`src/rtl/sysram_port_arbiter.sv`:
```
// sysram_port_arbiter
// Shares the single data-side port of the system RAM between M0 (core LSU)
// and M1 (debug/DMA). Round-robin grant, alignment checking, one outstanding
// read with timeout. Writes and illegal accesses complete in the cycle they
// are granted. Read completions are registered, so a read acks two cycles
// after its request at the earliest.
// Optional build macro: SYSRAM_ARB_LOCK_EN adds the m_lock input, which lets
// a master hold the port across several transactions.
//
// Handshake: a master raises m_req with its command and holds it stable
// until it sees m_ack high at a clock edge; m_err is meaningful only
// together with m_ack, and m_rdata only with a read ack.
module sysram_port_arbiter #(
    parameter int ADDR_W     = 32,
    parameter int RD_TIMEOUT = 15,
    parameter int M0_FIRST   = 1
) (
    input  logic                   hb_clk,
    input  logic                   hb_rst_n,
    input  logic [1:0]             m_req,
    input  logic [1:0]             m_we,
    input  logic [1:0][ADDR_W-1:0] m_addr,
    input  logic [1:0][31:0]       m_wdata,
    input  logic [1:0][1:0]        m_width,
`ifdef SYSRAM_ARB_LOCK_EN
    input  logic [1:0]             m_lock,
`endif
    output logic [1:0]             m_ack,
    output logic [1:0]             m_err,
    output logic [31:0]            m_rdata,
    output logic                   ram_ren,
    output logic                   ram_wen,
    output logic [ADDR_W-1:0]      ram_raddr,
    output logic [ADDR_W-1:0]      ram_waddr,
    output logic [31:0]            ram_wdata,
    output logic [1:0]             ram_width,
    input  logic [31:0]            ram_rdata,
    input  logic                   ram_read_finish,
    input  logic                   ram_write_finish
);

    typedef enum logic {IDLE, RD_WAIT} state_t;

    localparam logic [7:0] TMO     = 8'(RD_TIMEOUT);
    localparam logic       PTR_RST = (M0_FIRST != 0) ? 1'b0 : 1'b1;

    logic [1:0] lock_in;
`ifdef SYSRAM_ARB_LOCK_EN
    assign lock_in = m_lock;
`else
    assign lock_in = 2'b00;
`endif

    state_t      state_q, state_d;
    logic        ptr_q, ptr_d;
    logic        owner_q, owner_d;
    logic [7:0]  cnt_q, cnt_d;
    logic [1:0]  ack_q, ack_d;
    logic [1:0]  err_q, err_d;
    logic [31:0] rdata_q, rdata_d;
    logic        lock_q, lock_d;
    logic        lock_own_q, lock_own_d;

    logic [1:0]  elig;
    logic        win;
    logic        illegal;
    logic        lock_act;
    logic        done;
    logic [1:0]  ack_now;
    logic [1:0]  err_now;

    // Arbitration, RAM command generation and next-state computation.
    // A master whose registered read ack is showing this cycle is excluded
    // from arbitration (its request is still high), and immediate acks are
    // held off that cycle so both masters are never acked together.
    always_comb begin
        state_d    = state_q;
        ptr_d      = ptr_q;
        owner_d    = owner_q;
        cnt_d      = cnt_q;
        ack_d      = 2'b00;
        err_d      = 2'b00;
        rdata_d    = rdata_q;
        lock_d     = lock_q;
        lock_own_d = lock_own_q;
        ack_now    = 2'b00;
        err_now    = 2'b00;
        done       = 1'b0;
        ram_ren    = 1'b0;
        ram_wen    = 1'b0;
        ram_raddr  = '0;
        ram_waddr  = '0;
        ram_wdata  = '0;
        ram_width  = '0;

        // While idle the lock survives only as long as its owner keeps m_lock.
        lock_act = lock_q && ((state_q == RD_WAIT) || lock_in[lock_own_q]);
        elig     = m_req & ~ack_q & {2{hb_rst_n}};
        if (lock_act) begin
            elig = elig & (lock_own_q ? 2'b10 : 2'b01);
        end
        win     = elig[ptr_q] ? ptr_q : ~ptr_q;
        illegal = (m_width[win] == 2'd3) ||
                  ((m_width[win] == 2'd1) && m_addr[win][0]) ||
                  ((m_width[win] == 2'd2) && (m_addr[win][1:0] != 2'b00));

        case (state_q)
            IDLE: begin
                lock_d = lock_act;
                if (elig != 2'b00) begin
                    if (!m_we[win] && !illegal) begin
                        ram_ren   = 1'b1;
                        ram_raddr = m_addr[win];
                        owner_d   = win;
                        cnt_d     = '0;
                        state_d   = RD_WAIT;
                        if (lock_in[win]) begin
                            lock_d     = 1'b1;
                            lock_own_d = win;
                        end
                    end else if (ack_q == 2'b00) begin
                        if (illegal) begin
                            ack_now[win] = 1'b1;
                            err_now[win] = 1'b1;
                            done         = 1'b1;
                        end else begin
                            ram_wen   = 1'b1;
                            ram_waddr = m_addr[win];
                            ram_wdata = m_wdata[win];
                            ram_width = m_width[win];
                            if (ram_write_finish) begin
                                ack_now[win] = 1'b1;
                                done         = 1'b1;
                            end
                        end
                        if (done) begin
                            if (lock_in[win]) begin
                                lock_d     = 1'b1;
                                lock_own_d = win;
                            end else begin
                                lock_d = 1'b0;
                                ptr_d  = ~win;
                            end
                        end
                    end
                end
            end
            RD_WAIT: begin
                if (ram_read_finish) begin
                    ack_d[owner_q] = 1'b1;
                    rdata_d        = ram_rdata;
                    state_d        = IDLE;
                    if (lock_in[owner_q]) begin
                        lock_d     = 1'b1;
                        lock_own_d = owner_q;
                    end else begin
                        lock_d = 1'b0;
                        ptr_d  = ~owner_q;
                    end
                end else if (cnt_q + 8'd1 == TMO) begin
                    ack_d[owner_q] = 1'b1;
                    err_d[owner_q] = 1'b1;
                    rdata_d        = '0;
                    state_d        = IDLE;
                    lock_d         = 1'b0;
                    ptr_d          = ~owner_q;
                end else begin
                    cnt_d = cnt_q + 8'd1;
                end
            end
            default: begin
                state_d = IDLE;
            end
        endcase
    end

    // Read completions come from flops; write/illegal completions are immediate.
    assign m_ack   = ack_q | ack_now;
    assign m_err   = err_q | err_now;
    assign m_rdata = rdata_q;

    // State and registered read-completion outputs.
    always_ff @(posedge hb_clk or negedge hb_rst_n) begin
        if (!hb_rst_n) begin
            state_q    <= IDLE;
            ptr_q      <= PTR_RST;
            owner_q    <= 1'b0;
            cnt_q      <= '0;
            ack_q      <= 2'b00;
            err_q      <= 2'b00;
            rdata_q    <= '0;
            lock_q     <= 1'b0;
            lock_own_q <= 1'b0;
        end else begin
            state_q    <= state_d;
            ptr_q      <= ptr_d;
            owner_q    <= owner_d;
            cnt_q      <= cnt_d;
            ack_q      <= ack_d;
            err_q      <= err_d;
            rdata_q    <= rdata_d;
            lock_q     <= lock_d;
            lock_own_q <= lock_own_d;
        end
    end

endmodule

```
`config.mk`:
```
export PLATFORM = sky130hd
export DESIGN_NAME = sysram_port_arbiter
export DESIGN_NICKNAME = d
export VERILOG_FILES = /design/src/rtl/sysram_port_arbiter.sv
export SDC_FILE = /design/constraint.sdc
export NUM_CORES = 1
export LEC_CHECK = 0
export CORE_AREA = 2 2 120 122
export CTS_BUF_LIST = sky130_fd_sc_hd__clkbuf_4
export CTS_CLUSTER_DIAMETER = 100
export DETAILED_ROUTE_END_ITERATION = 8
export DIE_AREA = 0 0 122 124
export PLACE_DENSITY = 0.64
export SLEW_MARGIN = 20
export SYNTH_ARGS = -nofsm -noshare
export SYNTH_HDL_FRONTEND = slang
export SYNTH_SLANG_ARGS = --single-unit
```
`constraint.sdc`:
```
create_clock -name hb_clk -period 7.5 [get_ports hb_clk]
set_clock_uncertainty 0.1 [all_clocks]
set_input_delay 1.5 -clock hb_clk [delete_from_list [all_inputs] [get_ports hb_clk]]
set_output_delay 1.5 -clock hb_clk [all_outputs]
set_load 0.05 [all_outputs]
```
* Word-level counts from Yosys, hierarchy flattened *
Index checks and enable logic that the tools add are counted.
Widths: inputs -> output; s select.

storage, ports and cells
  bits in registers = 49
  bits of input ports = 172
  output and inout bits = 136
  word-level logic and storage cells = 169

cells by class
  add/sub/neg operators = 1
  $lt $le $gt $ge = 6
  eq/ne operators = 18
  muxes and demuxes = 105
  bitwise gates (word level) = 10
  reductions and logical operators = 20

operator list
  kind                 number
  $mux 32              19
  $mux 1               50
  $mux 2               25
  $mux 8               4
  $ne 2x2->1 const B   9
  $pmux 8 s2           1
  $ne 3x3->1 const B   3
  $add 8x1->8 const B  1
  $eq 8x4->1 const B   1
  $lt 1x2->1 const B   4
  $pmux 1 s2           4
  $reduce_and 7->1     1
  $and 2x2->2          3
  $logic_and 1x1->1    6
  $reduce_bool 2->1    3
  $reduce_and 5->1     1
  $eq 2x2->1 const B   2
  $not 1->1            4
  $or 2x2->2           2
  $reduce_and 4->1     1
  $logic_or 1x1->1     3
  $ne 3x2->1 const B   1
  $reduce_and 3->1     1
  $demux 1 s1          2
  other kinds (7)      9

* Logic depth before layout (Yosys ltp) *
Gate-level depths: netlist (run 1).

  word-level depth = 24
  gate-level depth with buffers = 9
  gate-level depth less buffers = 7

* Worst setup path before layout (run 1) *
OpenSTA, ideal clock, no wires.

  kind = input-to-output
  from = in m_req[1]
  to = out ram_wdata[14]
  data arrival time = 3,352 ps
  data required time = 5,900 ps
  slack = 2,548 ps
  stages on the path = 7
  path buffers = 3
  path through = nand2b_1 > o32ai_1 > buf_2 > buf_4 > buf_1 > nand2_1 > a21oi_1

on the way
  cells in the longest elaborated chain, start to end = 18
  elaborated cells on any way between the ends = 32
  classes of those cells = eq/ne: 3; mux: 17; bitwise: 3; reduce/logical: 9

RTL lines
  element                                       RTL line       text
  start: declaration                            20             input logic [1:0] m_req,
  $and 2x2->2 (*) (2 in series)                 98             elig = m_req & ~ack_q & {2{hb_rst_n}};
  $and 2x2->2                                   100            elig = elig & (lock_own_q ? 2'b10 : 2'b01);
  $mux 2 (*)                                    99             if (lock_act) begin
  $mux 1 (implied by the code) (2 in series)    102            win = elig[ptr_q] ? ptr_q : ~ptr_q;
  $mux 1                                        102
  $mux 2 (implied by the code) (2 in series)    103, 104, 105
  $eq 2x1->1                                    104            ((m_width[win] == 2'd1) && m_addr[win][0]) ||
  $logic_and 1x1->1                             104
  $logic_or 1x1->1                              103            illegal = (m_width[win] == 2'd3) ||
  $logic_or 1x1->1                              104
  $mux 32 or $logic_not 1->1 (tied branches)    122, 111
  $mux 32 or $logic_and 1x1->1 (tied branches)  121, 111
  $mux 32                                       111            if (!m_we[win] && !illegal) begin
  $mux 32 (*)                                   110            if (elig != 2'b00) begin
  $mux 32 (*)                                   107            case (state_q)
  end: declaration                              35             output logic [31:0] ram_wdata,

Mark *: on every way between the ends. The rest lies on a longest branch, timed or not. The select of a mux whose other input is x is not followed.

* Final worst setup path (run 1) *
  from = in m_req[1]
  to = out m_ack[0]

on the way
  cells in the longest elaborated chain, start to end = 19
  elaborated cells on any way between the ends = 37
  classes of those cells = order compare: 2; eq/ne: 3; mux: 18; bitwise: 4; reduce/logical: 10

RTL lines
  element                                                              RTL line  text
  $and 2x2->2 (*) (2 in series)                                        98
  $and 2x2->2                                                          100
  $mux 2 (*)                                                           99
  parallel branches: the longest is 12 deep, another holds $lt 1x2->1  -
  $mux 2 (*)                                                           110
  $mux 2 (*)                                                           107
  $or 2x2->2 (*)                                                       178       assign m_ack = ack_q | ack_now;
  end: declaration                                                     28        output logic [1:0] m_ack,

Every way passes the cells marked *. The select of a mux whose other input is x is not followed.

==> results of run 1 <==
kinds of logic (layout without fill, tap and decap cells):
kind of cell / count (synthesis) / after routing / share of synthesized area, %
simple gates: 173 / 173 / 22.58
mux: 38 / 38 / 12.06
flops: 48 / 48 / 36.99
compound gates: 93 / 93 / 20.42
fa+ha+maj: 2 / 2 / 0.7706
xor+xnor: 5 / 5 / 1.349
buf+inv: 37 / 326 / 5.818
metal layers:
| metal | vias to the layer above | track usage, % | part of all wire [%] |
|---|---|---|---|
| li1 | 1940 | - | - |
| met1 | 1834 | 22.89 | 40 |
| met2 | 187 | 32.37 | 49 |
| met3 | 22 | 5.540 | 9.0 |
| met4 | 0 | 5.172 | 1.9 |
| met5 | - | 0 | 0 |
cell usage after synthesis:
cell type	n	area, µm²
nor2_1	77	289.0
nand2_1	73	274.0
dfrtp_1	48	1201
a21oi_1	37	185.2
a22o_1	36	315.3
mux2i_1	34	340.3
clkbuf_1	11	41.29
buf_2	9	45.04
nand3_1	7	35.03
inv_1	6	22.52
a21o_1	5	37.54
buf_1	4	15.01
buf_6	4	45.04
nand2b_1	4	25.02
and2_1	3	18.77
o22ai_1	3	18.77
o2bb2ai_1	3	26.28
xor2_1	3	26.28
buf_4	2	15.01
ha_1	2	25.02
nor2b_1	2	12.51
o21a_1	2	15.01
o21ai_0	2	10.01
xnor2_1	2	17.52
a311oi_1	1	8.760
a31oi_1	1	6.260
a31oi_4	1	21.27
and3b_1	1	8.760
clkinv_2	1	5.000
mux2_1	1	11.26
mux2_2	1	11.26
mux2_4	1	15.01
mux2i_2	1	13.76
nand3_4	1	17.52
nand4_1	1	6.260
nor2_4	1	11.26
nor3_1	1	5.000
nor4b_4	1	23.77
o32a_1	1	10.01
o32ai_1	1	8.760
or3_1	1	6.260
area by class of cell:
class                      instances  area [µm²]  area share [%]
multi-input combinational        311        1884           29.00
tap                              180       225.2           3.466
clock buffer                       6       45.04          0.6932
inverter                           7       27.53          0.4236
sequential                        48        1201           18.49
clock inverter                     2       16.27          0.2503
timing repair buffer             311        3098           47.68
registers in the layout, indices dropped and copies added, names as in the netlist:
name,count
m_rdata,32
cnt_q,8
ack_q,2
err_q,2
lock_q,1
owner_q,1
ptr_q,1
state_q,1
power groups by stage:
| stage | Clock [mW] | Combinational (mW) | Sequential [mW] |
|---|---|---|---|
| after CTS | 0.129 | 1.32 | 0.422 |
| after global placement | 0 | 1.31 | 0.426 |
| after floorplan | 0 | 0.583 | 0.691 |
| final | 0.125 | 1.32 | 0.422 |
| after detailed placement | 0 | 1.32 | 0.419 |
| after global routing | 0.139 | 1.38 | 0.435 |
worst max-delay path: stages:
cell	delay (ns)
clkdlybuf4s50_1	0.46
nand2b_1	0.11
o32ai_4	0.33
buf_4	0.80
nand3_1	0.20
a31oi_1	0.26
a21o_1	0.15
clkdlybuf4s50_1	0.84
path summary, 6_finish.rpt:
check,endpoint,cells after the start,startpoint
setup / recovery,m_ack[0],8,m_req[1]
hold / removal,ack_q[0],1,owner_q
setup reg to reg,ptr_q,7,state_q
hold reg to reg,ack_q[0],1,owner_q
max in group asynchronous,m_rdata[2],3,hb_rst_n
min in group asynchronous,err_q[1],1,hb_rst_n
==> results.md, run 1 <==
* CP Class: in -> out
* Finished Layout Cells: 865
* per-cell routed wire length: 18.30 µm
* part of the power in registers: 22.6%
* RSZ-0062 raised after global routing: false
* total power per unit cell area: 286.8 nW/µm²
* number of max-slew violations in the final report: 0
* clock transition time at the flip-flop clock pins of the worst setup and hold paths: 0.14 ns
* required time of the critical path: 5.90 ns
* number of instances in the synthesized netlist: 396
* # fillers: 1370
* # DRC: 0
* initial core utilization: 23.67%
* average via count per standard cell: 4.605
* global placer's final weighted congestion: 0.9530
* internal power summed over all cells: 873.3 µW
* number of warning messages in the yosys log: 0
* DP Cell Count: 857
* first-iteration detailed-routing DRC count: 222
* Setup Viol. Count Final: 0
* Final Hold Fails: 0
* Total Negative Setup Slacks: 0 ns
* hold buffer count at CTS: 0
* # diodes: 0
* Post CTS Setup Buffer Count: 0
* width of the die: 122 µm
* source-to-sink clock delay at the later pin of the worst-skew pair: 0.37 ns
* number of max-capacitance violations reported: 0
* Cell Area, Synth: 3247 µm²
* count of pins on the block boundary: 308
* internal reg-to-reg setup slack: 4.46 ns
* layout cells sized above 1: 3.504%
* remaining global-route overflow: 0
* minimum setup slack after placement: 1.094 ns
* synthesized area divided by synthesized cell count: 8.199 µm²
* final setup margin: 1.248 ns
* clock buffers created by TritonCTS: 5
* wirelength, routed: 15830 µm
* post-cts repair resize count: 0
* net count after synthesis: 570
* P_sw: 990.4 µW
* post-detailed-route count of antenna-violating nets: 0
* vias in the first global route: 3897
* final hold slack: 0.4013 ns
* min-delay worst type: reg -> reg
* Static Leak: 2.730 nW
* # rows: 43
* CP startpoint kind: input pin
* placed cell area: 6431 µm²
* total non-filler cell area in the finished layout: 6497 µm²
* core box area: 13720 µm²
* most frequent cells in the layout: 306 x clkdlybuf4s50_1, 77 x nor2_1, 72 x nand2_1, 48 x dfrtp_1, 37 x a21oi_1
* TritonCTS clock tree: done
* DP HPWL: 12560 µm
* highest ir drop seen on vdd: 215.7 µV
* leading cell type in the layout, fill and taps excluded: clkdlybuf4s50_1
* part of the total power dissipated in the clock network: 6.7%
* utilization after layout: 47.36%
* wire length of the first global-routing pass: 22070 µm
* sequential element share of the synthesized area: 36.99%
* Gate power share: 70.7%
* clock buffer depth: 2
* worst-margin pin slew: 0.9422 ns
* outcome: finished, final reports clean
* CP endpoint kind: output port
* all-layer global routing usage: 18.80%
* count of input and output buffers: 307
* count of vias placed by the detailed router: 3983
* chip height: 124 µm
* CTS Root Buffer Type: clkbuf_4
* die outline area: 15130 µm²
* router iterations before antenna repair: 4
* worst rel slew slack: 37.19%
* critical path data arrival time: 4.65 ns
* switching share of total power: 53.14%
* Layout Nets: 858
* Area Growth Syn to Fin: 100.1%
* crit-path max FO: 70
* crit share post-route: 83.36%
* H-tree levels: 2
* min cycle time layout: 6.252 ns
* initial antenna violation count: 0
* post-synthesis cell type count: 41
* Final Power: 1.864 mW
* flip-flop and latch count after synthesis: 48
* timing-limited maximum frequency: 159.9 MHz
* number of clock sinks: 48
* pin count of the biggest net entering global routing: 71
Note: power is estimated with default switching activity, not from simulation.
==> run 2, diff against run 1 <==
CORE_AREA = 2 2 121 123   (was 2 2 120 122)
DIE_AREA = 0 0 123 125   (was 0 0 122 124)
PLACE_DENSITY = 0.66   (was 0.64)
clock period = 5.7 ns   (was 7.5 ns; I/O delays follow)
==> results.md, run 2 (synthesized netlist as in run 1, its figures left out) <==
* CP peak stage delay: 0.56 ns, was 0.84 ns
* RSZ-0062 raised after global routing: false, unchanged
* pin count of the biggest net entering global routing: 50, was 71
* Layout Nets: 860, was 858
* post-detailed-route count of antenna-violating nets: 0, unchanged
* remaining global-route overflow: 0, unchanged
* CTS Root Buffer Type: clkbuf_4, unchanged
* Final Hold Fails: 0, unchanged
* width of the die: 123 µm, was 122 µm
* CP Class: in -> out, unchanged
* average via count per standard cell: 4.639, was 4.605
* most frequent cells in the layout: 203 x clkdlybuf4s50_1, 102 x buf_12, 77 x nor2_1, 72 x nand2_1, 48 x dfrtp_1, was 306 x clkdlybuf4s50_1, 77 x nor2_1, 72 x nand2_1, 48 x dfrtp_1, 37 x a21oi_1
* Final Power: 2.710 mW, was 1.864 mW
* critical path data arrival time: 3.68 ns, was 4.65 ns
* leading cell type in the layout, fill and taps excluded: clkdlybuf4s50_1, unchanged
* critical-path cell with the highest stage delay: buf_4, was clkdlybuf4s50_1
* crit share post-route: 86.37%
* post-cts repair resize count: 0, unchanged
* Setup Viol. Count Final: 0, unchanged
* Post CTS Setup Buffer Count: 0, unchanged
* internal reg-to-reg setup slack: 2.87 ns, was 4.46 ns
* Area Growth Syn to Fin: 133.4%, was 100.1%
* CP startpoint kind: input pin, unchanged
* crit-path max FO: 36, was 70
* clock buffer depth: 2, unchanged
* crit path buf inv count: 4, was 3
* required time of the critical path: 4.46 ns, was 5.90 ns
* CP dominant cell by count: buf_4, was clkdlybuf4s50_1
* core box area: 14200 µm², was 13720 µm²
* all-layer global routing usage: 20.00%, was 18.80%
* clock buffers created by TritonCTS: 5, unchanged
* per-cell routed wire length: 18.56 µm, was 18.30 µm
* TritonCTS clock tree: done, unchanged
* outcome: finished, final reports clean, unchanged
* Levels on crit path: 8, unchanged
* DP Cell Count: 863, was 857
* max FFs per register: 32, unchanged
* total power per unit cell area: 357.7 nW/µm², was 286.8 nW/µm²
* Total Negative Setup Slacks: 0 ns, unchanged
* gate family responsible for the most delay along the worst path: buffers and inverters, unchanged
* worst-margin pin slew: 0.9322 ns, was 0.9422 ns
* min cycle time layout: 4.923 ns
* depth of the worst register-to-register path: 7, unchanged
* first-iteration detailed-routing DRC count: 169, was 222
* router iterations before antenna repair: 4, unchanged
* min-delay worst type: reg -> reg, unchanged
* layout cells sized above 1: 18.63%, was 3.504%
* Static Leak: 3.249 nW, was 2.730 nW
* # DRC: 0, unchanged
* worst rel slew slack: 37.85%, was 37.19%
* global placer's final weighted congestion: 0.9083, was 0.9530
* number of clock sinks: 48, unchanged
* hold buffer count at CTS: 0, unchanged
* count of input and output buffers: 307, unchanged
* H-tree levels: 2, unchanged
* CP endpoint kind: output port, unchanged
* number of max-capacitance violations reported: 0, unchanged
* count of vias placed by the detailed router: 4045, was 3983
* highest ir drop seen on vdd: 320.2 µV, was 215.7 µV
* vias in the first global route: 4066, was 3897
* count of pins on the block boundary: 308, unchanged
* critical path, cell by cell: clkdlybuf4s50_1, nand2b_1, o32ai_4, buf_4, buf_4, mux2i_1, nor2_1, buf_12, was clkdlybuf4s50_1, nand2b_1, o32ai_4, buf_4, nand3_1, a31oi_1, a21o_1, clkdlybuf4s50_1
* timing-limited maximum frequency: 203.1 MHz
* wire length of the first global-routing pass: 23610 µm, was 22070 µm
* chip height: 125 µm, was 124 µm
* wirelength, routed: 16190 µm, was 15830 µm
* Finished Layout Cells: 872, was 865
* initial core utilization: 22.86%, was 23.67%
* clock transition time at the flip-flop clock pins of the worst setup and hold paths: 0.14 ns, about the same
* initial antenna violation count: 3, was 0
* DP HPWL: 12870 µm, was 12560 µm
* die outline area: 15380 µm², was 15130 µm²
* instance count along the most critical hold path: 1, unchanged
* # rows: 44, was 43
* source-to-sink clock delay at the later pin of the worst-skew pair: 0.37 ns, about the same
* number of max-slew violations in the final report: 0, unchanged
run 2: metrics by stage:
step | util, % | hold WS (ns) | setup slack [ns] | area, µm²
after floorplan | - | 0.3445 | 1.468 | 3247
final | 53.35 | 0.4032 | 0.7769 | 7577
after global routing | 53.35 | 0.4331 | 0.6033 | 7577
after global placement | 52.58 | 0.3669 | 0.8208 | 7468
after detailed placement | 52.58 | 0.3841 | 0.7999 | 7468
after CTS | 53.33 | 0.4116 | 0.7812 | 7575
run 2: layer usage:
| layer | part of all wire, % | vias up | GRT usage (%) |
|---|---|---|---|
| met4 | 2.9 | 4 | 6.885 |
| met1 | 39 | 1878 | 23.33 |
| met2 | 49 | 195 | 34.90 |
| met3 | 8.8 | 30 | 5.474 |
| met5 | 0.15 | - | 0 |
| li1 | - | 1938 | - |
run 2: power by group:
| part | total, mW | switching [mW] | leakage (nW) | internal, mW |
|---|---|---|---|---|
| Combinational | 1.90 | 1.13 | 2.58 | 0.770 |
| Clock | 0.252 | 0.114 | 0.0558 | 0.138 |
| Sequential | 0.559 | 0.0967 | 0.614 | 0.462 |
run 2: final timing paths:
check | from | end
min in group asynchronous | hb_rst_n | ack_q[0]
worst max register to register | cnt_q[1] | ptr_q
max in group asynchronous | hb_rst_n | m_rdata[4]
worst max-delay path | m_req[1] | ram_waddr[20]
worst min-delay path | owner_q | err_q[0]
worst min register to register | owner_q | err_q[0]
run 2: worst reg2reg max path: cells and delay by family, from the launching register on:
family | cells | cell delay, ns
compound gates | 2 | 1.00
fa+ha+maj | 1 | 0.26
simple gates | 3 | 0.58
flops | 1 | 0.45
mux | 1 | 0.34
run 2: area by class of cell:
| type | count | area, µm² |
|---|---|---|
| fill | 1225 | 6626 |
| sequential | 48 | 1201 |
| antenna | 1 | 2.502 |
| clock buffer | 5 | 37.54 |
| inverter | 7 | 27.53 |
| timing repair buffer | 313 | 4131 |
| multi-input combinational | 311 | 1878 |
| tap | 184 | 230.2 |
| clock inverter | 3 | 68.82 |
